==> src/rtl/matmul_pkg.sv <==
// Shared definitions for the matmul scratchpad slice.
// Provides derived-size helpers, the scratchpad target width and the
// read-sequencer state encoding.
package matmul_pkg;

    // Scratchpad target select width.
    localparam int unsigned SP_TGT_W = 2;

    // Maximum matrix dimension: how many elements fit in one bus entry.
    function automatic int unsigned calc_max_dim(input int unsigned bus_width,
                                                 input int unsigned data_width);
        return bus_width / data_width;
    endfunction

    // Scratchpad address width: row and column index side by side.
    function automatic int unsigned calc_aw(input int unsigned max_dim);
        return 2 * $clog2(max_dim);
    endfunction

    typedef enum logic [1:0] {
        IDLE  = 2'd0,
        READ  = 2'd1,
        DRAIN = 2'd2,
        DONE  = 2'd3
    } sp_rd_state_t;

endpackage

==> src/rtl/sp_rd_out_stage.sv <==
// One-entry output register for the scratchpad read stream.
// Ports:
//   clk_i, rst_ni           clock, async active-low reset
//   flush                   drop the held beat (abort)
//   load, load_data/last    capture a new beat; only asserted when slot_free
//   ready_i                 downstream ready
//   valid, data, last       registered stream outputs
//   slot_free               register empty or being emptied this cycle
module sp_rd_out_stage #(
    parameter int unsigned BUS_WIDTH = 64
) (
    input  logic                 clk_i,
    input  logic                 rst_ni,
    input  logic                 flush,
    input  logic                 load,
    input  logic [BUS_WIDTH-1:0] load_data,
    input  logic                 load_last,
    input  logic                 ready_i,
    output logic                 valid,
    output logic [BUS_WIDTH-1:0] data,
    output logic                 last,
    output logic                 slot_free
);

    assign slot_free = !valid || ready_i;

    // Load wins over accept: a load in the accept cycle replaces the beat.
    always_ff @(posedge clk_i or negedge rst_ni) begin
        if (!rst_ni) begin
            valid <= 1'b0;
            data  <= '0;
            last  <= 1'b0;
        end else if (flush) begin
            valid <= 1'b0;
            last  <= 1'b0;
        end else if (load) begin
            valid <= 1'b1;
            data  <= load_data;
            last  <= load_last;
        end else if (valid && ready_i) begin
            valid <= 1'b0;
        end
    end

endmodule

==> src/rtl/sp_reader.sv <==
// Read-side sequencer for the result scratchpad.
// Walks one target matrix row-major and streams each entry out on a
// valid/ready interface with a last flag. Fetches stall while the matmul
// engine writes the scratchpad (read data is zero during writes).
// Ports:
//   clk_i, rst_ni                     clock, async active-low reset
//   start_i, abort_i                  control; start sampled only in IDLE
//   target_i, rows_m1_i, cols_m1_i    transfer setup, latched at start
//   busy_o, done_o                    status
//   sp_mode_o, sp_read_target_o,
//   sp_address_o                      scratchpad read port
//   sp_write_enable_i, sp_data_i      scratchpad contention / read data
//   data_o, valid_o, ready_i, last_o  output stream
module sp_reader
    import matmul_pkg::*;
#(
    parameter int unsigned SP_NTARGETS = 4,
    parameter int unsigned DATA_WIDTH  = 32,
    parameter int unsigned BUS_WIDTH   = 64,
    localparam int unsigned MAX_DIM    = calc_max_dim(BUS_WIDTH, DATA_WIDTH),
    localparam int unsigned CW         = $clog2(MAX_DIM),
    localparam int unsigned AW         = calc_aw(MAX_DIM)
) (
    input  logic                 clk_i,
    input  logic                 rst_ni,
    input  logic                 start_i,
    input  logic                 abort_i,
    input  logic [SP_TGT_W-1:0]  target_i,
    input  logic [CW-1:0]        rows_m1_i,
    input  logic [CW-1:0]        cols_m1_i,
    output logic                 busy_o,
    output logic                 done_o,
    output logic                 sp_mode_o,
    output logic [SP_TGT_W-1:0]  sp_read_target_o,
    output logic [AW-1:0]        sp_address_o,
    input  logic                 sp_write_enable_i,
    input  logic [BUS_WIDTH-1:0] sp_data_i,
    output logic [BUS_WIDTH-1:0] data_o,
    output logic                 valid_o,
    input  logic                 ready_i,
    output logic                 last_o
);

    // Elaboration-time sanity on the configuration.
    if (SP_NTARGETS > (1 << SP_TGT_W)) begin : g_bad_ntargets
        $error("sp_reader: SP_NTARGETS does not fit the target select width");
    end
    if (MAX_DIM < 2) begin : g_bad_dim
        $error("sp_reader: BUS_WIDTH must hold at least two elements");
    end

    sp_rd_state_t        state_q, state_d;
    logic [SP_TGT_W-1:0] tgt_q, tgt_d;
    logic [CW-1:0]       rows_q, rows_d, cols_q, cols_d;
    logic [CW-1:0]       row_q, row_d, col_q, col_d;
    logic [AW-1:0]       addr_q;
    logic                busy_q, done_q, mode_q;

    logic                load, flush, slot_free, is_final;

    assign is_final = (row_q == rows_q) && (col_q == cols_q);

    // Next-state, counter and output-stage control.
    always_comb begin
        state_d = state_q;
        tgt_d   = tgt_q;
        rows_d  = rows_q;
        cols_d  = cols_q;
        row_d   = row_q;
        col_d   = col_q;
        load    = 1'b0;
        flush   = 1'b0;
        unique case (state_q)
            IDLE: begin
                if (start_i) begin
                    tgt_d   = target_i;
                    rows_d  = rows_m1_i;
                    cols_d  = cols_m1_i;
                    row_d   = '0;
                    col_d   = '0;
                    state_d = READ;
                end
            end
            READ: begin
                if (abort_i) begin
                    flush   = 1'b1;
                    state_d = IDLE;
                end else if (slot_free && !sp_write_enable_i) begin
                    load = 1'b1;
                    if (col_q == cols_q) begin
                        col_d = '0;
                        row_d = row_q + CW'(1);
                    end else begin
                        col_d = col_q + CW'(1);
                    end
                    if (is_final) begin
                        state_d = DRAIN;
                    end
                end
            end
            DRAIN: begin
                if (abort_i) begin
                    flush   = 1'b1;
                    state_d = IDLE;
                end else if (valid_o && ready_i && last_o) begin
                    state_d = DONE;
                end
            end
            DONE: begin
                flush   = abort_i;
                state_d = IDLE;
            end
            default: begin
                state_d = IDLE;
            end
        endcase
    end

    // State, setup and registered status / read-port outputs.
    always_ff @(posedge clk_i or negedge rst_ni) begin
        if (!rst_ni) begin
            state_q <= IDLE;
            tgt_q   <= '0;
            rows_q  <= '0;
            cols_q  <= '0;
            row_q   <= '0;
            col_q   <= '0;
            addr_q  <= '0;
            busy_q  <= 1'b0;
            done_q  <= 1'b0;
            mode_q  <= 1'b0;
        end else begin
            state_q <= state_d;
            tgt_q   <= tgt_d;
            rows_q  <= rows_d;
            cols_q  <= cols_d;
            row_q   <= row_d;
            col_q   <= col_d;
            addr_q  <= AW'(row_d) * AW'(MAX_DIM) + AW'(col_d);
            busy_q  <= (state_d != IDLE);
            done_q  <= (state_d == DONE);
            mode_q  <= (state_d == READ);
        end
    end

    sp_rd_out_stage #(
        .BUS_WIDTH (BUS_WIDTH)
    ) u_out (
        .clk_i     (clk_i),
        .rst_ni    (rst_ni),
        .flush     (flush),
        .load      (load),
        .load_data (sp_data_i),
        .load_last (is_final),
        .ready_i   (ready_i),
        .valid     (valid_o),
        .data      (data_o),
        .last      (last_o),
        .slot_free (slot_free)
    );

    assign busy_o           = busy_q;
    assign done_o           = done_q;
    assign sp_mode_o        = mode_q;
    assign sp_read_target_o = tgt_q;
    assign sp_address_o     = addr_q;

endmodule

==> config.mk <==
export PLATFORM = sky130hd
export DESIGN_NAME = sp_reader
export DESIGN_NICKNAME = d
export VERILOG_FILES = /design/src/rtl/matmul_pkg.sv /design/src/rtl/sp_rd_out_stage.sv /design/src/rtl/sp_reader.sv
export SDC_FILE = /design/constraint.sdc
export NUM_CORES = 1
export LEC_CHECK = 0
export BUFFER_PORTS_ARGS = -buffer_cell sky130_fd_sc_hd__buf_4
export CORE_UTILIZATION = 30
export CTS_CLUSTER_SIZE = 10
export DETAILED_ROUTE_END_ITERATION = 10
export GPL_ROUTABILITY_DRIVEN = 0
export PLACE_DENSITY_LB_ADDON = 0.05
export SLEW_MARGIN = 40
export SYNTH_ARGS = -nofsm -noshare
export SYNTH_HDL_FRONTEND = slang
export SYNTH_HIERARCHICAL = 1
export SYNTH_SLANG_ARGS = --single-unit
==> constraint.sdc <==
create_clock -name clk_i -period 2.3 [get_ports clk_i]
set_clock_uncertainty 0.2 [all_clocks]
set_input_delay 0.23 -clock clk_i [delete_from_list [all_inputs] [get_ports clk_i]]
set_output_delay 0.23 -clock clk_i [all_outputs]
set_load 0.1 [all_outputs]
==> impl.org <==
** Placement
- Detailed placement finished with a half-perimeter wire length of a little over 5 mm.
- Pre-CTS WS :: 0.1373 ns
- Port Buffers :: 146
- After detailed placement, the total cell area comes to 4502 um2.

** Synthesis
- Ranked by total cell area, the synthesized netlist is headed by dfrtp_1, mux2_4, buf_12.
- After synthesis, the largest family of logic cells by area is multiplexers.
- Most frequent cells after synthesis :: dfrtp_1, mux2_4, buf_12
- After synthesis the cells add up to 3316 um2.
- Sequential cells were found to cover 58.11% of the synthesized design area.
- Mean instance size in the synthesized netlist :: 17.73 um2
- Number of warnings issued by yosys :: 6
- Fraction of registers with async set or reset after synthesis :: 100.0%
- Synthesized instance count :: ~190
- Mux contribution to synthesized area :: 31.25%
- The largest total area in the synthesized netlist belongs to dfrtp_1.
- Syn_nets :: 262
- After Yosys synthesis, and, or, nand and nor cells account for 2.981% of the synthesized area.
- Xor/xnor share of the synthesized area :: 0.5283%
- Number of synthesized register bits :: 77
- The synthesized design contains 0 enable-type register cells.
- The most used flip-flop cell after synthesis is dfrtp_1.
- Among all cell types in the netlist, the one instantiated most often is dfrtp_1.
- In this run the biggest area consumer among cell types represents slightly below 60% of the synthesized area.
- Adder-cell share of the synthesized area :: less than 1%
- The synthesized netlist devotes 1.057% of its cell area to compound gates.
- Synth cell types :: 26

** Worst setup path
- In this run the worst setup path begins at abort_i.
- Flop2flop setup slack :: around 0.16 ns
- Maximum fanout along the worst path :: 10
- Worst flop-to-flop path startpoint :: state_q[1]$_DFF_PN0_
- At the worst endpoint, the required time is 2.33 ns.
- Type of origin of the critical path :: input pin
- STA classifies the critical path endpoint as a flip-flop.
- For the worst setup path, the data arrival time is between 2 and 2.5 ns.
- By startpoint and endpoint, the worst setup path is classified as in -> reg.

** Detailed routing
- Count of unresolved DRC violations after routing :: 0
- Final WL :: between 8 and 9 mm
- In the detailed route, the total length drawn on met2 is 3.855 mm.
- For this block, the initial DRC count from the detailed router was 60.
- Top Layer Used :: met4
- Routed via count divided by cell count :: 4.192
- For this block, the via count after detailed routing is between 2000 and 2500.
- Met3 Wirelength :: 480 um
- Number of detailed-route iterations in the first pass :: 4
- Antenna viol nets, final :: 0
- In the final routed layout, each cell accounts on average for about 15 um.
- Met1 Wirelength :: 3.769 mm

** STA
- At the pin with the least slew margin, the transition time is 0.5957 ns.
- Slack of the critical path :: 0.07342 ns
- Time the final worst path needs with I/O delays and setup :: 2.227 ns
- In this run the tightest slew margin relative to its limit is 60.29%.
- The final hold violation count came to 0.
- Setup violations remaining at the end of the flow were counted as 0.
- In the finished design, the share of the clock period the worst path needs comes to 96.81%.
- Highest clock frequency the design can meet :: 449.1 MHz
- Final Max Slew Viols :: 0

** Clock network
- After clock tree synthesis, the clock-pin slew on the worst setup and hold paths is 0.08 ns.
- Clock tree buffer depth :: 2
- Clock tree from TritonCTS :: built
- Worst skew pair latency :: between 0.3 and 0.4 ns
- TritonCTS buffer count :: 9
- Clock sink count :: 77
- Clk root buf :: clkbuf_8
- H-tree depth reported by CTS :: 3

** Floorplanning
- Core Area :: approximately 11000 um2
- Die height :: roughly 110 um
- Starting density of the core :: 30.72%
- Number of I/O pins :: 147
- Die ar. :: 11480 um2
- From left edge to right edge, the die measures 107.1 um.
- FP Rows :: 38

** Cells and area
- Fin area :: about 5600 um2
- Cells with a size suffix above 1 make up 58.29% of the layout.
- Synthesis-to-finish area growth :: 68.42%
- Inserted Diodes :: 0
- For this run, the post-layout net count is just under 500.

** Worst hold path
- Hold Path Origin :: sp_write_enable_i
- The worst hold path belongs to the class in -> reg.

** Global routing
- The first global-routing pass estimated approximately 12 mm of wire.
- Pin count of the biggest net entering global routing :: between 40 and 50
- GRT Resource Usage Total :: 13.82%
- The number of global-route vias before repair came to 2435.
- The number of antenna violations at the first check in global routing came to 0.
- Total grt overflow :: 0

** Status
- The run finished with clean final reports.

** Flow run
- MaxCap Viol Count :: 0
==> worst max-delay path, cell delays in order <==
cell	delay [ns]
dlygate4sd3_1	0.54
buf_4	0.15
nor3b_4	0.20
nand3b_1	0.16
inv_2	0.11
nor2b_4	0.20
buf_4	0.18
clkbuf_16	0.18
mux2_4	0.30
==> what timing repair did <==
item	in CTS	in global routing
buffers inserted	0	4
resized for setup	0	2
endpoints found under the setup margin	0	64
endpoints found under the hold margin	111	0
hold buffers	71	0
==> area by class of cell <==
class | instances | area (um2)
fillers | 940 | 5209
repair buffers | 229 | 2003
flip-flops and latches | 77 | 1928
multi-input cells | 94 | 1206
well taps | 140 | 175.2
clock buffers | 11 | 141.4
clock inverters | 5 | 107.6
inverters | 6 | 22.52
==> layout by cell type (no fill, tap or decap), types with 2 or more instances in the layout <==
| cell type | netlist | final |
|---|---|---|
| buf_4 | 2 | 150 |
| dfrtp_1 | 77 | 76 |
| dlygate4sd3_1 | 0 | 71 |
| mux2_4 | 64 | 64 |
| clkbuf_8 | 0 | 10 |
| inv_1 | 6 | 5 |
| nand2_1 | 5 | 5 |
| buf_12 | 7 | 4 |
| mux2_2 | 4 | 4 |
| mux2i_1 | 3 | 3 |
| bufinv_16 | 0 | 3 |
| clkbuf_16 | 0 | 3 |
| xnor2_1 | 2 | 2 |
| clkinv_4 | 0 | 2 |
==> sequential cells by signal, summed over array words and instances (netlist names), named ones only <==
signal / flops
rows_q: 1
state_q: 2
done_o: 1
busy_o: 1
cols_q: 1
u_out/last: 1
u_out/valid: 1
u_out/data: 64
sp_read_target_o: 2
sp_mode_o: 1
==> cell families (layout without fill, tap and decap cells) <==
family          count (synthesis)  in the layout
xor+xnor                        2              2
compound gates                  5              5
fa+ha+maj                       1              1
simple gates                   15             15
mux                            71             71
flops                          77             77
buf+inv                        16            251
==> path summary, 6_finish.rpt <==
kind                                                   end  depth (start not counted)
max in group asynchronous  sp_read_target_o[1]$_DFFE_PN0P_                          3
setup / recovery                u_out/data[17]$_DFFE_PN0P_                          9
setup reg to reg                u_out/data[17]$_DFFE_PN0P_                          7
hold / removal                        state_q[1]$_DFF_PN0_                          3
min in group asynchronous       u_out/data[35]$_DFFE_PN0P_                          2
hold reg to reg                 u_out/data[52]$_DFFE_PN0P_                          1
==> layer usage <==
layer	vias up	global-route usage (%)
li1	1101	-
met1	1149	18.14
met2	94	21.43
met3	12	3.708
met4	0	5.871
met5	-	0
==> per-stage QoR <==
| stage | instances | TNS, ns | hold WS, ns | utilization, % |
|---|---|---|---|---|
| 6_report | 562 | 0 | 0.06342 | 51.74 |
| 5_1_grt | 562 | -0.7283 | 0.06334 | 51.74 |
| 4_1_cts | 554 | 0 | 0.03651 | 50.60 |
| 3_5_place_dp | 467 | 0 | 0.08252 | 41.71 |
| 3_3_place_gp | 467 | 0 | 0.08420 | 41.71 |
| 2_1_floorplan | 187 | 0 | -0.2656 | - |
Power is not shown: default switching activity piles up to over one toggle a cycle in this logic, so the estimate is an artifact.
